===== config.mk =====
export PLATFORM = sky130hd
export DESIGN_NAME = dma_channel_flat
export DESIGN_NICKNAME = d
export VERILOG_FILES = /design/src/rtl/dma_pkg.sv /design/src/rtl/mmu_types_pkg.sv /design/src/rtl/bus_if.sv /design/src/rtl/dma_addr_step.sv /design/src/rtl/dma_channel.sv /design/src/flat_wrapper.sv
export SDC_FILE = /design/constraint.sdc
export NUM_CORES = 1
export LEC_CHECK = 0
export CAP_MARGIN = 5
export CORE_ASPECT_RATIO = 0.6
export CORE_MARGIN = 10
export CORE_UTILIZATION = 40
export DETAILED_ROUTE_END_ITERATION = 12
export PLACE_DENSITY = 0.63
export SLEW_MARGIN = 30
export SYNTH_ARGS = -nofsm -noshare
export SYNTH_HDL_FRONTEND = slang
export SYNTH_SLANG_ARGS = --single-unit

===== constraint.sdc =====
create_clock -name clk -period 10.06 [get_ports clk]
set_clock_uncertainty 0.05 [all_clocks]
set_input_delay 2.012 -clock clk [delete_from_list [all_inputs] [get_ports clk]]
set_output_delay 2.012 -clock clk [all_outputs]
set_load 0.02 [all_outputs]

===== src/rtl/dma_pkg.sv =====
// Types and CNT register field positions for the DMA channel.
// Pure definitions; no logic, no latency.
// Backpressure: not applicable.
package dma_pkg;

  typedef enum logic [2:0] {
    IDLE  = 3'd0,
    ARMED = 3'd1,
    REQ   = 3'd2,
    READ  = 3'd3,
    WRITE = 3'd4,
    DONE  = 3'd5
  } dma_state_t;

  typedef enum logic [1:0] {
    AC_INC        = 2'd0,
    AC_DEC        = 2'd1,
    AC_FIXED      = 2'd2,
    AC_INC_RELOAD = 2'd3
  } dma_addr_ctl_t;

  typedef enum logic [1:0] {
    TM_IMM     = 2'd0,
    TM_VBLANK  = 2'd1,
    TM_HBLANK  = 2'd2,
    TM_SPECIAL = 2'd3
  } dma_timing_t;

  // CPU register select codes
  localparam logic [1:0] CFG_SAD = 2'd0;
  localparam logic [1:0] CFG_DAD = 2'd1;
  localparam logic [1:0] CFG_CNT = 2'd2;

  // CNT bit positions
  localparam int CNT_DCTL_LO   = 21;
  localparam int CNT_DCTL_HI   = 22;
  localparam int CNT_SCTL_LO   = 23;
  localparam int CNT_SCTL_HI   = 24;
  localparam int CNT_REPEAT    = 25;
  localparam int CNT_SIZE      = 26;
  localparam int CNT_TIMING_LO = 28;
  localparam int CNT_TIMING_HI = 29;
  localparam int CNT_IRQ_EN    = 30;
  localparam int CNT_ENABLE    = 31;

endpackage


===== src/rtl/mmu_types_pkg.sv =====
// Shared transaction types for every master that talks to the MMU router.
// Pure type definitions; no logic, no latency.
// Backpressure: not applicable.
package mmu_types_pkg;

  typedef enum logic [1:0] {
    TK_CPU_FETCH = 2'd0,
    TK_CPU_DATA  = 2'd1,
    TK_PPU       = 2'd2,
    TK_DMA       = 2'd3
  } transaction_kind_t;

endpackage


===== src/rtl/bus_if.sv =====
// Bus between a master (CPU/DMA) and the MMU router.
// Read data is combinational: valid in the same cycle read_en is high.
// Backpressure: none on the bus itself; access is gated by an external arbiter.
interface Bus_if;
  import mmu_types_pkg::*;

  logic [31:0]       addr;
  logic [31:0]       wdata;
  logic [31:0]       rdata;
  logic              read_en;
  logic              write_en;
  transaction_kind_t kind;

  modport Master_side (output addr, output wdata, output read_en, output write_en,
                       output kind, input rdata);
  modport Slave_side  (input addr, input wdata, input read_en, input write_en,
                       input kind, output rdata);
endinterface


===== src/rtl/dma_addr_step.sv =====
// Next-address computation for one DMA address counter (+/-2 or +/-4, or hold).
// Latency: purely combinational.
// Backpressure: none.
module dma_addr_step
  import dma_pkg::*;
(
  input  logic [31:0]   i_addr,
  input  dma_addr_ctl_t i_ctl,
  input  logic          i_size,
  output logic [31:0]   o_addr
);

  logic [31:0] w_delta;

  assign w_delta = i_size ? 32'd4 : 32'd2;

  // step the address; arithmetic wraps naturally mod 2**32
  always_comb begin
    o_addr = i_addr;
    case (i_ctl)
      AC_INC, AC_INC_RELOAD: o_addr = i_addr + w_delta;
      AC_DEC:                o_addr = i_addr - w_delta;
      default:               o_addr = i_addr;
    endcase
  end

endmodule


===== src/rtl/dma_channel.sv =====
// One DMA channel: copies COUNT units from SAD to DAD as a bus master, one-cycle irq on completion.
// Latency: first READ two clock edges after the enabling CNT write (imm timing, grant held); 2 cycles/unit.
// Backpressure: bus_gnt is honoured only at unit boundaries; bus_req is held from REQ through the final WRITE.
module dma_channel
  import dma_pkg::*;
  import mmu_types_pkg::*;
#(
  parameter int          COUNT_BITS = 14,
  parameter logic [31:0] SAD_MASK   = 32'h07FF_FFFF,
  parameter logic [31:0] DAD_MASK   = 32'h07FF_FFFF
) (
  input  logic        clk,
  input  logic        rst_n,
  input  logic        cfg_we,
  input  logic [1:0]  cfg_sel,
  input  logic [31:0] cfg_wdata,
  output logic [31:0] cfg_rdata,
  input  logic        vblank_p,
  input  logic        hblank_p,
  input  logic        special_p,
  output logic        bus_req,
  input  logic        bus_gnt,
  Bus_if.Master_side  bus,
  output logic        busy,
  output logic        irq
);

  // count 0 encodes 2**COUNT_BITS units, hence one extra bit
  function automatic logic [COUNT_BITS:0] units(input logic [COUNT_BITS-1:0] c);
    return (c == '0) ? {1'b1, {COUNT_BITS{1'b0}}} : {1'b0, c};
  endfunction

  dma_state_t      r_state, w_next;
  logic [31:0]     r_sad, r_dad, r_cnt;
  logic [31:0]     r_src, r_dst, r_data;
  logic [COUNT_BITS:0] r_rem;

  logic            w_cnt_wr, w_start, w_en_now, w_size, w_trig;
  dma_addr_ctl_t   w_src_raw, w_src_ctl, w_dst_ctl;
  dma_timing_t     w_timing;
  logic [31:0]     w_src_step, w_dst_step, w_src_aligned, w_dst_aligned, w_wdata;
  logic [COUNT_BITS:0] w_rem_dec;

  assign w_cnt_wr  = cfg_we && (cfg_sel == CFG_CNT);
  assign w_start   = w_cnt_wr && cfg_wdata[CNT_ENABLE] && !r_cnt[CNT_ENABLE];
  // an enable-clear written this very cycle must take effect at this edge
  assign w_en_now  = w_cnt_wr ? cfg_wdata[CNT_ENABLE] : r_cnt[CNT_ENABLE];
  assign w_size    = r_cnt[CNT_SIZE];
  assign w_timing  = dma_timing_t'(r_cnt[CNT_TIMING_HI:CNT_TIMING_LO]);
  assign w_dst_ctl = dma_addr_ctl_t'(r_cnt[CNT_DCTL_HI:CNT_DCTL_LO]);
  assign w_src_raw = dma_addr_ctl_t'(r_cnt[CNT_SCTL_HI:CNT_SCTL_LO]);
  // source has no reload mode; code 3 behaves as fixed
  assign w_src_ctl = (w_src_raw == AC_INC_RELOAD) ? AC_FIXED : w_src_raw;
  assign w_rem_dec = r_rem - 1'b1;

  assign w_src_aligned = w_size ? {r_src[31:2], 2'b00} : {r_src[31:1], 1'b0};
  assign w_dst_aligned = w_size ? {r_dst[31:2], 2'b00} : {r_dst[31:1], 1'b0};
  assign w_wdata       = w_size ? r_data : {r_data[15:0], r_data[15:0]};

  assign cfg_rdata = (cfg_sel == CFG_CNT) ? {r_cnt[31:16], 16'h0000} : 32'h0;
  assign busy      = (r_state != IDLE);
  assign bus.kind  = TK_DMA;

  dma_addr_step u_src_step (.i_addr(r_src), .i_ctl(w_src_ctl), .i_size(w_size), .o_addr(w_src_step));
  dma_addr_step u_dst_step (.i_addr(r_dst), .i_ctl(w_dst_ctl), .i_size(w_size), .o_addr(w_dst_step));

  // select the trigger pulse matching the programmed timing mode
  always_comb begin
    w_trig = 1'b0;
    case (w_timing)
      TM_IMM:     w_trig = 1'b1;
      TM_VBLANK:  w_trig = vblank_p;
      TM_HBLANK:  w_trig = hblank_p;
      TM_SPECIAL: w_trig = special_p;
      default:    w_trig = 1'b0;
    endcase
  end

  // state register
  always_ff @(posedge clk or negedge rst_n) begin
    if (!rst_n) r_state <= IDLE;
    else        r_state <= w_next;
  end

  // next-state and bus outputs; outputs are decoded from state so reset clears them at once
  always_comb begin
    w_next       = r_state;
    bus_req      = 1'b0;
    bus.read_en  = 1'b0;
    bus.write_en = 1'b0;
    bus.addr     = 32'h0;
    bus.wdata    = 32'h0;
    irq          = 1'b0;
    case (r_state)
      IDLE:  if (w_start) w_next = ARMED;
      ARMED: begin
        if (!w_en_now)   w_next = IDLE;
        else if (w_trig) w_next = REQ;
      end
      REQ: begin
        bus_req = 1'b1;
        if (!w_en_now)    w_next = IDLE;
        else if (bus_gnt) w_next = READ;
      end
      READ: begin
        bus_req     = 1'b1;
        bus.read_en = 1'b1;
        bus.addr    = w_src_aligned;
        w_next      = WRITE;
      end
      WRITE: begin
        bus_req      = 1'b1;
        bus.write_en = 1'b1;
        bus.addr     = w_dst_aligned;
        bus.wdata    = w_wdata;
        if (!w_en_now)            w_next = IDLE;
        else if (w_rem_dec == '0) w_next = DONE;
        else if (bus_gnt)         w_next = READ;
        else                      w_next = REQ;
      end
      DONE: begin
        irq = r_cnt[CNT_IRQ_EN];
        if (w_en_now && r_cnt[CNT_REPEAT] && (w_timing != TM_IMM)) w_next = ARMED;
        else                                                       w_next = IDLE;
      end
      default: w_next = IDLE;
    endcase
  end

  // CPU registers, live counters and the read-data holding register
  always_ff @(posedge clk or negedge rst_n) begin
    if (!rst_n) begin
      r_sad  <= 32'h0;
      r_dad  <= 32'h0;
      r_cnt  <= 32'h0;
      r_src  <= 32'h0;
      r_dst  <= 32'h0;
      r_data <= 32'h0;
      r_rem  <= '0;
    end else begin
      if (cfg_we) begin
        case (cfg_sel)
          CFG_SAD: r_sad <= cfg_wdata;
          CFG_DAD: r_dad <= cfg_wdata;
          CFG_CNT: r_cnt <= cfg_wdata;
          default: ;
        endcase
      end
      if (r_state == DONE && w_next == IDLE) r_cnt[CNT_ENABLE] <= 1'b0;
      if (r_state == IDLE && w_start) begin
        r_src <= r_sad & SAD_MASK;
        r_dst <= r_dad & DAD_MASK;
        r_rem <= units(cfg_wdata[COUNT_BITS-1:0]);
      end
      if (r_state == READ) begin
        if (w_size) r_data <= bus.rdata;
        else        r_data <= {16'h0000, r_src[1] ? bus.rdata[31:16] : bus.rdata[15:0]};
      end
      if (r_state == WRITE) begin
        r_src <= w_src_step & SAD_MASK;
        r_dst <= w_dst_step & DAD_MASK;
        r_rem <= w_rem_dec;
      end
      if (r_state == DONE && w_next == ARMED) begin
        r_rem <= units(r_cnt[COUNT_BITS-1:0]);
        if (w_dst_ctl == AC_INC_RELOAD) r_dst <= r_dad & DAD_MASK;
      end
    end
  end

endmodule

===== src/flat_wrapper.sv =====
// flat-port wrapper written by rule: the top's interface ports become plain ports
module dma_channel_flat import dma_pkg::*; import mmu_types_pkg::*;
#(
  parameter int          COUNT_BITS = 14,
  parameter logic [31:0] SAD_MASK   = 32'h07FF_FFFF,
  parameter logic [31:0] DAD_MASK   = 32'h07FF_FFFF
)
  (clk, rst_n, cfg_we, cfg_sel, cfg_wdata, cfg_rdata, vblank_p, hblank_p, special_p, bus_req, bus_gnt, busy, irq, bus_addr, bus_wdata, bus_read_en, bus_write_en, bus_kind, bus_rdata);
  Bus_if bus_i ();
  input  logic clk;
  input  logic rst_n;
  input  logic cfg_we;
  input  logic [1:0] cfg_sel;
  input  logic [31:0] cfg_wdata;
  output logic [31:0] cfg_rdata;
  input  logic vblank_p;
  input  logic hblank_p;
  input  logic special_p;
  output logic bus_req;
  input  logic bus_gnt;
  output logic busy;
  output logic irq;
  output wire logic [$bits(bus_i.addr)-1:0] bus_addr;
  output wire logic [$bits(bus_i.wdata)-1:0] bus_wdata;
  output wire logic [$bits(bus_i.read_en)-1:0] bus_read_en;
  output wire logic [$bits(bus_i.write_en)-1:0] bus_write_en;
  output wire logic [$bits(bus_i.kind)-1:0] bus_kind;
  input wire logic [$bits(bus_i.rdata)-1:0] bus_rdata;
  assign bus_addr = bus_i.addr;
  assign bus_wdata = bus_i.wdata;
  assign bus_read_en = bus_i.read_en;
  assign bus_write_en = bus_i.write_en;
  assign bus_kind = bus_i.kind;
  assign bus_i.rdata = bus_rdata;
  dma_channel #(.COUNT_BITS(COUNT_BITS), .SAD_MASK(SAD_MASK), .DAD_MASK(DAD_MASK)) u_core (.clk(clk), .rst_n(rst_n), .cfg_we(cfg_we), .cfg_sel(cfg_sel), .cfg_wdata(cfg_wdata), .cfg_rdata(cfg_rdata), .vblank_p(vblank_p), .hblank_p(hblank_p), .special_p(special_p), .bus_req(bus_req), .bus_gnt(bus_gnt), .bus(bus_i), .busy(busy), .irq(irq));
endmodule

=== Yosys cells after proc, flatten, opt, wreduce, memory -nomap -nowiden ===
Index checks and enable logic that the tools add are counted.
W data, S select, Z words.

* Register bits after elaboration: 200
* Bits of input ports: 73
* Word-level logic and storage cells: 106

* $add $sub $neg: 5
* Eq/ne operators: 17
* Multiplexer cells: 42
* Reduce and logical (&&, ||, !) cells: 32

{| class="wikitable"
|+ Operators with widths
! cell !! number
|-
| $mux W32 || 12
|-
| $pmux W27 S2 || 2
|-
| $mux W15 || 5
|-
| $pmux W32 S2 || 1
|-
| $add A27 B3 Y27 || 2
|-
| $sub A27 B3 Y27 || 2
|-
| $logic_not A14 Y1 || 2
|-
| $mux W3 || 8
|-
| $pmux W3 S6 || 1
|-
| $mux W16 || 1
|-
| $logic_not A15 Y1 || 1
|-
| $sub A15 B1 Y15 const B || 1
|-
| $eq A2 B2 Y1 const B || 6
|-
| $reduce_and A2 Y1 || 5
|-
| $eq A2 B1 Y1 const B || 4
|-
| $logic_and A1 B1 Y1 || 8
|-
| $logic_not A2 Y1 || 4
|-
| $mux W1 || 8
|-
| $reduce_bool A2 Y1 || 4
|-
| $eq A3 B1 Y1 const B || 2
|-
| $eq A3 B2 Y1 const B || 2
|-
| $eq A3 B3 Y1 const B || 2
|-
| $logic_not A3 Y1 || 2
|-
| $mux W2 || 3
|-
| 6 further kinds || 8
|}

=== Longest topological paths before layout ===
Gate-level depths: netlist of the first run.

* Depth in word-level cells: 11
* Gate-level depth with buffers: 13

=== Cells and area by module ===
Synthesis of the first run repeated with hierarchy kept, for this count alone.

* Cells, all modules: 1536
* Area total of the unflattened synthesis: 13281.5 µm²

{| class="wikitable"
|+ By module, submodules not included
! module !! times used !! cells each !! area each (µm²) !! seq. area each (µm²)
|-
| dma_channel || 1 || 910 || 9340.2 || 4829.6
|-
| dma_addr_step || 2 || 313 || 1970.6 || 0.0
|}

=== Worst setup path before layout of the first run ===
Ideal clock, no wire load.

* Path type: in2out
* From: input cfg_sel[1]
* To: output bus_addr[26]
* Arrival time: 3.472 ns
* Slack: 4.526 ns
* Stages on the path: 7
* Path buffers: 0
* Cells stage by stage: nor2b_1 -> nand2_1 -> mux2i_1 -> nor2_1 -> nand3_1 -> and3_1 -> a21o_1

{| class="wikitable"
|+ RTL lines
! item !! RTL line !! text
|-
| start, declared || flat_wrapper.sv:13 || <nowiki>input logic [1:0] cfg_sel;</nowiki>
|-
| end, declared || flat_wrapper.sv:23 || <nowiki>output wire logic [$bits(bus_i.addr)-1:0] bus_addr;</nowiki>
|}

==> results of run 1 <==
through the flow:
| stage | cell area, um2 | worst slack, ns | std cells | total power [uW] |
|---|---|---|---|---|
| after global routing | 14400 | 2.05 | 1816 | 3460 |
| after floorplan | 11900 | 4.53 | 1291 | 2090 |
| after detailed placement | 13700 | 1.91 | 1784 | 2440 |
| final | 14400 | 2.25 | 1816 | 3250 |
| after global placement | 13700 | 2.00 | 1784 | 2410 |
| after CTS | 14400 | 1.89 | 1816 | 3230 |
per-layer routing:
| layer | up-vias | part of all wire |
|---|---|---|
| met2 | 421 | 0.41 |
| li1 | 4862 | - |
| met5 | - | 0 |
| met4 | 0 | 0.015 |
| met3 | 41 | 0.081 |
| met1 | 5094 | 0.49 |
power groups by stage:
stage | clock [uW] | sequential, uW | combinational (uW)
floorplan | 0 | 1090 | 1000
global placement | 0 | 1160 | 1250
detailed placement | 0 | 1170 | 1280
CTS | 793 | 1160 | 1280
global route | 823 | 1190 | 1450
finish | 779 | 1160 | 1310
cells by family (layout without fill, tap and decap cells):
logic type	Yosys count	in the layout	synth area share
compound gates	325	325	0.180
flops	189	189	0.400
xor+xnor	42	42	0.0311
mux	122	122	0.112
other cells	2	19	0.000635
simple gates	429	429	0.176
buf+inv	109	234	0.0415
fa+ha+maj	56	56	0.0593
worst max path at each step:
stage / to
2_1_floorplan: bus_addr[26]
3_3_place_gp: bus_addr[26]
3_5_place_dp: bus_addr[26]
4_1_cts: bus_addr[26]
5_1_grt: bus_addr[26]
6_report: bus_addr[26]
cells in the final DEF (no fill, tap or decap), drive strengths merged, types with 8 or more instances in the layout:
master	count
dfrtp	189
clkdlybuf4s50	155
nand2	133
nor2	105
mux2	81
a21oi	78
o21ai	75
ha	56
mux2i	41
and3	41
nand3	41
inv	30
nor3	26
a22o	25
xnor2	24
a21o	22
a31oi	22
buf	20
conb	19
clkbuf	19
xor2	18
and2	18
o22ai	17
nor2b	14
nand2b	10
o21a	10
a22oi	9
o211ai	8
worst register-to-register path, cell delays in order (launching register included):
cell	delay [ns]
sky130_fd_sc_hd__dfrtp_1	0.52
sky130_fd_sc_hd__nand2b_1	0.29
sky130_fd_sc_hd__inv_1	0.73
sky130_fd_sc_hd__ha_1	0.45
sky130_fd_sc_hd__o21a_1	0.20
sky130_fd_sc_hd__nor2_1	0.14
sky130_fd_sc_hd__o21bai_1	0.16
sky130_fd_sc_hd__a31oi_1	0.40
sky130_fd_sc_hd__a21boi_0	0.16
sky130_fd_sc_hd__o31a_1	0.34
sky130_fd_sc_hd__or4_1	0.41
sky130_fd_sc_hd__a31oi_1	0.26
sky130_fd_sc_hd__a221o_1	0.16
state kept, by name (all words and copies together) (netlist names):
signal          count
u_core.r_cnt       30
u_core.r_rem       15
u_core.r_src       26
u_core.r_data      32
u_core.r_sad       26
u_core.r_state      3
u_core.r_dad       26
u_core.r_dst       31
layout make-up:
cell class	count	share of cell area
Clock inverter	14	0.0160
Sequential cell	189	0.328
Inverter	26	0.00678
Timing Repair Buffer	176	0.119
Multi-Input combinational cell	993	0.465
Tap cell	400	0.0347
Clock buffer	18	0.0305
==> flow_results.org, run 1 <==
** Floorplan
- The floorplan step defined a die boundary enclosing 37000 um2.
- IO Count :: between 150 and 200
- The floorplan has 48 rows.
- From bottom edge to top edge, the die measures 153 um.
- Placeable core region :: between 20000 and 30000 um2
- Width of the chip :: 242 um
- The initial utilization of the core area, before any placement, comes to 0.408.

** Detailed routing
- Pre-antenna DRT Iters :: 8
- After detailed routing, the number of remaining DRC violations is 0.
- Number of DRC markers after the initial detailed-route iteration :: 978
- In the final routed layout, each cell accounts on average for roughly 21 um.
- The final layout contains routed wiring with a total length of 38.7 mm.
- Residual antenna-violating net count after detailed routing :: 0
- Total via count in the routed design :: 10418
- In the routed layout, each cell is associated on average with a via count of ~5.7.

** GRT
- Total gr overflow :: 0
- Initial antenna violation count :: 1
- The first global-routing pass estimated ~60 mm of wire.
- Highest-utilization routing layer at the global route stage :: met1
- For this run, the total global-route usage over all layers was measured as 0.204.
- Entering global routing, the biggest net connects between 80 and 90 pins.
- For met1 alone, demand over resource in global routing was 0.305.
- Via count of the first global-routing pass :: 9894
- For met3 alone, demand over resource in global routing was 0.0480.
- M2 GR Usage :: 0.286

** Cells and area
- Net total in the final layout :: 1532
- Ratio of cells with drive above 1 in the final layout :: 0.110
- 0 antenna diodes ended up in the layout.
- Count of filler cells inserted in the layout :: 2771
- The multi-input combinational cells in the finished layout cover a total of 6690 um2.
- Layout area overhead :: 21.9%
- At the end of the flow the core is filled with cells to 0.498.
- Seq. cell area :: 4730 um2

** Clocking
- The number of clock buffers added by TritonCTS is 17.
- CTS placed an instance of sky130_fd_sc_hd__clkbuf_16 at the clock tree root.
- Clk_lat worst skew :: 0.46 ns
- Once the clock tree was built, the resizer swapped 0 gates to a different size.
- The clock passes through at most 2 buffers.
- Clock-pin transition on the worst setup and hold timing paths :: 0.07 ns
- TritonCTS built the clock tree.
- CTS H-Tree Depth :: 4
- Number of clock sinks :: around 190
- Buffers inserted to repair hold after CTS numbered 0.
- Number of buffers added for setup after CTS :: 0

** Timing
- Derived from the worst setup path, the maximum achievable clock frequency is 128 MHz.
- After routing, the total negative slack on setup checks comes to 0 ns.
- Hold timing on the final database bottoms out at a slack of 0.419 ns.
- Subtracting the final worst setup slack from the clock period gives 7.81 ns.
- Final setup violation count :: 0
- Setup repair after global routing left no endpoint under its margin.
- Part of the cycle the worst path needs :: 0.777
- Total count of max-transition violations in the final report :: 0
- Headroom to the max-slew limit :: 0.355
- The final-report hold violation count came to 0.
- Transition time of the tightest slew-check pin :: 0.962 ns

** Pwr
- The internal portion of the total power is 1990 uW.
- Clock network fraction of total power :: 0.240
- Power density cells :: 226 nW/um2
- Share of power burned in registers :: 0.358
- Maximum resistive drop on vdd :: 136 uV
- Sw Ratio :: 0.386
- Summed over all nets, the switching power comes to 1250 uW.
- Logic gate share of total power :: 0.402
- Total leakage power :: 0.00642 uW

** Critical path
- Crit path largest cell delay :: 0.55 ns
- Data on the critical path is required at its endpoint by 8.00 ns.
- Broken down by cell family, the worst path's largest delay share belongs to buffers and inverters.
- Together, buffers and inverters on the worst path number 5.
- By startpoint and endpoint, the worst setup path is classified as input port to primary output.
- The worst setup path is launched from an input port.
- Counting cells, the worst reg-to-reg path comes to 12.
- Launching point of the worst reg2reg path :: u_core.r_cnt[22]
- Dominant cell type by count on the critical path :: sky130_fd_sc_hd__buf_4
- Of all nets on the critical path, the largest fanout is 31.
- Reg2Reg Capture Point :: u_core.r_dst[24]
- Crit end category :: primary output
- At the worst endpoint, the arrival time is 5.75 ns.
- Setup slack, reg-to-reg :: 5.74 ns
- Among all stages on the critical path, the largest delay is contributed by sky130_fd_sc_hd__clkdlybuf4s50_1.
- Critical path launch point :: cfg_sel[1]
- Critical path depth in cells :: 12
- The critical path goes through clkdlybuf4s50_1, nor2b_1, buf_4, nand2_1, buf_4, mux2i_1, nor2_1, buf_4, nand3_2, and3_1, a21o_1, clkdlybuf4s50_1.

** Logic synthesis
- Fraction of synthesized cell area taken by the top area cell type :: 0.400
- Among all flip-flop cells after synthesis, the most frequent one is sky130_fd_sc_hd__dfrtp_1.
- Yosys printed 0 warnings.
- Flip-flop and latch count after synthesis :: ~190
- Ranked by total cell area, the synthesized netlist is headed by sky130_fd_sc_hd__dfrtp_1 (40%), sky130_fd_sc_hd__mux2_2 (7.7%), sky130_fd_sc_hd__ha_1 (5.9%).
- Cell types with the highest counts after synthesis :: sky130_fd_sc_hd__dfrtp_1 (189), sky130_fd_sc_hd__nand2_1 (133), sky130_fd_sc_hd__nor2_1 (104)
- A synthesized cell averages 9.28 um2.
- Number of enable flip-flop cells after synthesis :: 0
- In the synthesized netlist the async set-or-reset flop fraction comes to 1.00.
- Yosys instantiated no cell more often than sky130_fd_sc_hd__dfrtp_1.
- Mapped Cells :: 1274
- Share of the yosys chip area belonging to registers :: 0.400
- Post-synth top area cell :: sky130_fd_sc_hd__dfrtp_1
- Distinct cell type count after synthesis :: 74
- Post-Syn Area :: 11800 um2

** Min path
- The worst hold path begins at u_core.r_data[23].
- The path with the worst hold slack has its endpoint at u_core.r_data[23].
- Hold Path Cell Cnt :: 2
- Hold WC Path Type :: flip-flop to flip-flop

** Run
- Maximum capacitance violations :: 0

** Placed design
- Half-perimeter wire length after detailed placement :: 27.9 mm
- Routability congestion estimate :: 0.938
- Port-buffer cells :: 156

** Outcome
- The flow ran to the end, and the final reports show no timing, DRC or antenna violations.
No activity file was read; power rests on OpenSTA's default activity.
==> run 2, diff against run 1 <==
==> constraint.sdc (replaced) <==
create_clock -name clk -period 7.6 [get_ports clk]
set_clock_uncertainty 0.05 [all_clocks]
set_input_delay 1.52 -clock clk [delete_from_list [all_inputs] [get_ports clk]]
set_output_delay 1.52 -clock clk [all_outputs]
set_load 0.02 [all_outputs]
==> run 2 against run 1 <==
Utilization decreased by 0.34 points. Hold slack got worse by 0.0010 ns. Setup slack got worse by 0.67 ns. Total power is 28% higher. Highest routed layer unchanged. Final cell count about the same. Wire length rose by 0.17%. Die area unchanged. Clock power rose by 16%.
==> flow_results.org, run 2 (synthesis gave the netlist of run 1 again) <==
** Detailed routing
- In the final routed layout, each cell accounts on average for 21.3 um.
- After detailed routing, the number of remaining DRC violations is 0.
- The first routing iteration left 1222 violations.
- Residual antenna-violating net count after detailed routing :: 0
- Pre-antenna DRT Iters :: 5
- In the routed layout, each cell is associated on average with a via count of 5.73.
- Total via count in the routed design :: 10410
- Routed wire length :: 38.7 mm

** Floorplan
- Placeable core region :: 28900 um2
- IO Count :: 176
- From bottom edge to top edge, the die measures 153 um.
- Row generation in the floorplan step produced 48 rows.
- Initial cell density of the core :: 0.408
- Width of the chip :: 242 um
- The die covers between 30000 and 40000 um2.

** Placed design
- Half-perimeter wire length after detailed placement :: 27.9 mm
- Number of placed instances with taps included :: 1784
- Worst slack after detailed placement :: between 1.5 and 2 ns
- Port-buffer cells :: 156
- The congestion estimate from routability-driven global placement came to ~0.9.

** Clocking
- After clock tree synthesis, the clock-pin slew on the worst setup and hold paths is 0.07 ns.
- Maximum buffer depth of the clock tree :: 2
- Number of clock sinks :: 189
- For the worst-skew pair, the clock arrives at the later sink with an insertion delay of 0.45 ns.
- Hold bufs inserted after CTS :: 0
- Number of buffers added for setup after CTS :: 0
- In this run the clock root is driven by a sky130_fd_sc_hd__clkbuf_16.
- TritonCTS built the clock tree.
- Number of resized instances in the post-cts repair step :: 0
- CTS H-Tree Depth :: 4
- Clock buffer count from CTS :: 17

** Critical path
- Crit path largest cell delay :: 0.61 ns
- At the worst endpoint, the arrival time is 4.45 ns.
- STA classifies the critical path startpoint as an input port.
- Required time worst endpoint :: 6.03 ns
- Slowest stage cell, crit path :: sky130_fd_sc_hd__clkdlybuf4s50_1
- The critical path in this run is classified as input port to primary output.
- Highest net fanout along the worst path :: 22
- STA classifies the critical path endpoint as a primary output.
- Cell Chain, Critical Path :: clkdlybuf4s50_1, nor2b_1, buf_4, nand2_1, mux2i_1, nor2_1, nand3_1, buf_4, and3_1, a21o_1, clkdlybuf4s50_1

** Cells and area
- In the final layout, the registers with the most flip-flops are u_core.r_data (32), u_core.r_dst (31), u_core.r_cnt (30).
- In the layout the commonest cells are sky130_fd_sc_hd__dfrtp_1 (189), sky130_fd_sc_hd__clkdlybuf4s50_1 (155), sky130_fd_sc_hd__nand2_1 (131), sky130_fd_sc_hd__nor2_1 (103), sky130_fd_sc_hd__mux2_2 (81).
- Number of flip-flops in the largest register :: 32
- Relative to the synthesized area, the layout overhead comes to 21.0%.
- Leaving out filler cells and counting taps, the final layout contains 1817.
- Most frequent standard cell in the layout excluding fill and tap cells :: sky130_fd_sc_hd__dfrtp_1
- Counting flops per register, the top entry is u_core.r_data.
- Ratio of cells with drive above 1 in the final layout :: 0.107
- For this run, the share of the core covered by cells in the final layout is 0.494.
- Net total in the final layout :: 1532

** GRT
- Pin count of the biggest net entering global routing :: 70
- For met2 alone, demand over resource in global routing was 0.296.
- Via count of the first global-routing pass :: between 9000 and 10000
- After global routing, the most crowded layer is met1.
- Total gr overflow :: 0
- In the global route stage, overall resource usage came out at 0.205.
- In the global route stage, met3 resource usage came out at 0.0452.
- Wire length of the first global-routing pass :: 60.1 mm
- The initial antenna violation count is 0.
- For met1 alone, demand over resource in global routing was 0.303.

** Run
- The tool flagged a number of max-cap violations equal to 0.

** Timing
- Setup total negative slack on the finished layout was measured at 0 ns.
- Setup violations remaining at the end of the flow were counted as 0.
- Based on the critical path, the design can be clocked at up to 166 MHz.
- Hold Worst Slack :: 0.418 ns
- Minimum clock period :: 6.02 ns
- Dividing the final minimum period by the clock period gives 0.793.
- Transition time of the tightest slew-check pin :: 0.941 ns
- Setup repair after global routing left no endpoint under its margin.
- In this run the tightest slew margin relative to its limit is 0.369.
- The final-report max-slew violation count was 0.
- The final-report hold violation count came to 0.
- PnR worst setup slack :: approximately 1.6 ns

** Pwr
- Power spread over the standard cell area amounts to between 200 and 300 nW/um2.
- The analysis attributes to cell leakage a power of 0.00638 uW.
- Across the VDD grid, the largest voltage drop is around 180 uV.

** Outcome
- The run finished with clean final reports.

** Min path
- The min-delay analysis places its worst path in the category flip-flop to flip-flop.
## run 2: cell count changes in the layout (fill, tap and decap cells not counted), moves of 3 or more
cell,before,now
sky130_fd_sc_hd__clkbuf_1,0,3
sky130_fd_sc_hd__inv_6,4,1
sky130_fd_sc_hd__bufinv_16,5,2
sky130_fd_sc_hd__clkinv_2,0,4
## run 2: metal layers
metal	part of all wire	wire length [um]
met5	0	0
met4	0.011	412
met3	0.075	2920
met2	0.42	16400
met1	0.49	19000
## run 2: per-stage QoR
| stage | instance area, um2 | total power [uW] |
|---|---|---|
| after floorplan | 11900 | 2770 |
| after global placement | 13700 | 3190 |
| after detailed placement | 13700 | 3220 |
| after CTS | 14300 | 4140 |
| after global routing | 14300 | 4440 |
| final | 14300 | 4160 |
## run 2: critical path, delay by kind of cell
family          cells  cell delay, ns
compound gates      1            0.11
buf+inv             4            1.63
mux                 1            0.46
simple gates        5            0.73
## run 2: path summary, 6_finish.rpt
path | start | end | slack [ns] | cells past startpoint
max | cfg_sel[1] | bus_addr[26] | 1.58 | 11
min | u_core.r_data[17] | u_core.r_data[17] | 0.42 | 2
max reg2reg | u_core.r_cnt[26] | u_core.r_src[21] | 3.38 | 12
min reg2reg | u_core.r_data[17] | u_core.r_data[17] | 0.42 | 2
max in group asynchronous | rst_n | u_core.r_src[6] | 5.32 | 2
min in group asynchronous | rst_n | u_core.r_data[30] | 1.00 | 1
## run 2: layout make-up
type                       count  area [um2]
clock inverter                10         114
antenna                        1        2.50
clock buffer                  22         464
multi-input combinational    993        6680
fill                        2827       14600
tap                          400         500
sequential                   189        4730
timing repair buffer         176        1720
inverter                      26        97.6
## run 2: report_power, final
group	internal, uW	total [uW]	switching (uW)
combinational	766	1720	951
clock	502	905	403
sequential	1270	1540	270
==> run 3, diff against run 2 <==
==> constraint.sdc (replaced) <==
create_clock -name clk -period 5.8 [get_ports clk]
set_clock_uncertainty 0.05 [all_clocks]
set_input_delay 1.16 -clock clk [delete_from_list [all_inputs] [get_ports clk]]
set_output_delay 1.16 -clock clk [all_outputs]
set_load 0.02 [all_outputs]
==> run 3 against run 2 <==
Sequential share of layout area down 0.23 points. Die area unchanged. Via count about the same. Clock power up 38%. Total power up 32%. Sequential power up 31%. First-iteration DRC count up 4.8%. Setup slack worse by 0.74 ns. Critical path depth down 1. Hold slack better by 0.0010 ns. Clock-buffer cell count up 4. Highest routed layer unchanged.
==> flow_results.org, run 3 (synthesis gave the netlist of run 1 again) <==
** Outcome
- Outcome :: finished, final reports clean

** Pwr
- Of the total power, the clock network draws 0.226.
- Power after layout :: 5520 uW
- IR analysis of the VDD net gives a maximum drop of 251 uV.
- Share of power burned in registers :: 0.366
- Switching power total :: around 2100 uW
- Internal power summed over all cells :: 3410 uW
- Summed over all cells, the static leakage comes to 0.00644 uW.
- Sw Ratio :: 0.382
- The share of total power dissipated in combinational logic is 0.407.
- Power density cells :: 383 nW/um2

** Placed design
- The congestion estimate from routability-driven global placement came to 0.922.
- Number of placed instances with taps included :: 1790
- Port-buffer cells :: 156
- Half-perimeter wire length after detailed placement :: approximately 28 mm

** Cells and area
- The count of cells in the finished layout, fillers not included, comes to 1823.
- Antenna diode count :: 0
- Of the cells placed in the final design, the portion with a size suffix greater than 1 is 0.110.
- The largest registers in the layout are u_core.r_data (32), u_core.r_dst (31), u_core.r_cnt (30).
- Leading cell types in the layout, fill and taps excluded :: sky130_fd_sc_hd__dfrtp_1 (189), sky130_fd_sc_hd__clkdlybuf4s50_1 (155), sky130_fd_sc_hd__nand2_1 (131), sky130_fd_sc_hd__nor2_1 (103), sky130_fd_sc_hd__mux2_2 (81)
- Number of flip-flops in the largest register :: 32
- Leaving out fill and tap cells, the most frequent cell in the layout is sky130_fd_sc_hd__dfrtp_1.
- The register with the most flip-flops in the final layout is u_core.r_data.
- The area growth from synthesis to layout is 21.9%.
- Net total in the final layout :: 1539

** Timing
- Final setup violation count :: 0
- Minimum clock period :: 4.97 ns
- Headroom to the max-slew limit :: 0.355
- Derived from the worst setup path, the maximum achievable clock frequency is between 200 and 250 MHz.
- Transition time of the tightest slew-check pin :: 0.959 ns
- Final Hold Violating Endpoints :: 0
- Part of the cycle the worst path needs :: 0.856
- Unrepaired setup endpoints after global routing :: false
- Aggregate negative setup slack :: 0 ns
- The final-report max-slew violation count is 0.

** Floorplan
- Number of placement rows :: 48
- Placeable core region :: 28900 um2
- Initial cell density of the core :: 0.408
- IO Count :: 176
- From left edge to right edge, the die measures 242 um.
- The floorplan step defined a die boundary enclosing between 30000 and 40000 um2.
- From bottom edge to top edge, the die measures between 150 and 200 um.

** Critical path
- Critical path launch point :: cfg_sel[1]
- Crit path largest cell delay :: 0.62 ns
- Cell Chain, Critical Path :: clkdlybuf4s50_1, nor2b_1, buf_4, nand2_1, mux2i_1, nor2_1, nand3_1, and3_1, a21o_1, clkdlybuf4s50_1
- On the critical path the largest part of the delay comes from buffers and inverters.
- Slowest stage cell, crit path :: sky130_fd_sc_hd__clkdlybuf4s50_1
- Buffers & Inverters on Critical Path :: 3
- Required time worst endpoint :: approximately 4.6 ns
- The startpoint identified for the worst register-to-register timing path is u_core.r_cnt[24].
- The worst setup path is captured at a primary output.
- Arrival time of the worst setup path :: about 3.8 ns
- Highest net fanout along the worst path :: 17
- The worst setup path is launched from an input port.
- Critical path start-end classification :: input port to primary output
- Dominant cell type by count on the critical path :: sky130_fd_sc_hd__clkdlybuf4s50_1

** Detailed routing
- Detailed-route vias per instance :: 5.71
- DRC violation count after routing :: 0
- Total via count in the routed design :: between 10000 and 15000
- Residual antenna-violating net count after detailed routing :: 0
- Dividing the detail-routed wire length by the instance count gives 21.3 um.
- After detailed routing, the total wire length is 38.8 mm.
- For this block, the initial DRC count from the detailed router was around 1300.
- The first detailed-routing pass ran for 5 iterations.

** Clocking
- Number of resized instances in the post-cts repair step :: 0
- Counting the buffers created by CTS gives 17.
- Clock tree from TritonCTS :: built
- Buffers inserted to repair hold after CTS numbered 0.
- Number of buffers added for setup after CTS :: 0
- Clk_lat worst skew :: between 0.4 and 0.5 ns
- The H-tree was split into 4 levels.
- Maximum buffer depth of the clock tree :: 2
- For this design, the sink count on the clock tree is between 150 and 200.
- The tree is rooted in a sky130_fd_sc_hd__clkbuf_16.
- Clock-pin transition on the worst setup and hold timing paths :: 0.06 ns

** Min path
- Hold WC Path Type :: flip-flop to flip-flop
- Hold wc startpoint :: u_core.r_data[25]

** GRT
- In the global route stage, overall resource usage came out at 0.206.
- The initial antenna violation count came to 0.
- Entering global routing, the biggest net connects approximately 110 pins.
- Wire length of the first global-routing pass :: 60.3 mm
- The via count of the first global-routing pass was 10032.
- Total gr overflow :: 0

** Run
- Across the run, the number of max-cap violations was 0.
[run 3: changes by cell type in the layout (fill, tap and decap cells not counted), sizes merged]
| cell | change |
|---|---|
| inv | -1 |
| buf | +8 |
| clkbuf | +3 |
| clkinvlp | -1 |
| bufinv | +1 |
| diode | -1 |
| clkinv | -3 |
[run 3: path summary, 6_finish.rpt]
path                                endpoint  slack (ns)  cells past startpoint
setup / recovery                bus_addr[26]        0.83                     10
hold / removal             u_core.r_data[25]        0.42                      2
setup reg to reg            u_core.r_src[26]        1.59                     11
hold reg to reg            u_core.r_data[25]        0.42                      2
max in group asynchronous   u_core.r_dad[24]        3.77                      3
min in group asynchronous  u_core.r_data[14]        0.50                      1
[run 3: through the flow]
stage          instance area (um2)   util  setup WS [ns]  hold WS, ns
2_1_floorplan                11900      -           1.97        0.388
3_3_place_gp                 13800  0.475          0.857        0.402
3_5_place_dp                 13800  0.475          0.830        0.408
4_1_cts                      14400  0.497          0.820        0.423
5_1_grt                      14400  0.498          0.603        0.445
6_report                     14400  0.498          0.834        0.419
[run 3: layout make-up]
type	instances	area [um2]
Sequential cell	189	4730
Timing Repair Buffer	183	1790
Tap cell	400	500
Clock buffer	26	509
Multi-Input combinational cell	993	6680
Inverter	26	97.6
Clock inverter	6	105
Fill cell	2769	14500
[run 3: metal layers]
| layer | vias to the layer above | GRT usage | routed length, um |
|---|---|---|---|
| li1 | 4879 | - | - |
| met1 | 5155 | 0.302 | 19300 |
| met2 | 334 | 0.295 | 16300 |
| met3 | 34 | 0.0498 | 2630 |
| met4 | 0 | 0.0510 | 601 |
| met5 | - | 0 | 0 |
[run 3: worst min-delay path: stages, from the launching register on]
cell                      delay, ns
sky130_fd_sc_hd__dfrtp_1       0.34
sky130_fd_sc_hd__nand2_1       0.05
sky130_fd_sc_hd__nand2_1       0.05
[run 3: power by group through the flow]
stage	logic, uW	clock network, uW	registers [uW]
after CTS	2220	1270	2010
final	2250	1250	2020
after global routing	2510	1330	2060
after global placement	2160	0	2020
after floorplan	1740	0	1890
after detailed placement	2200	0	2030
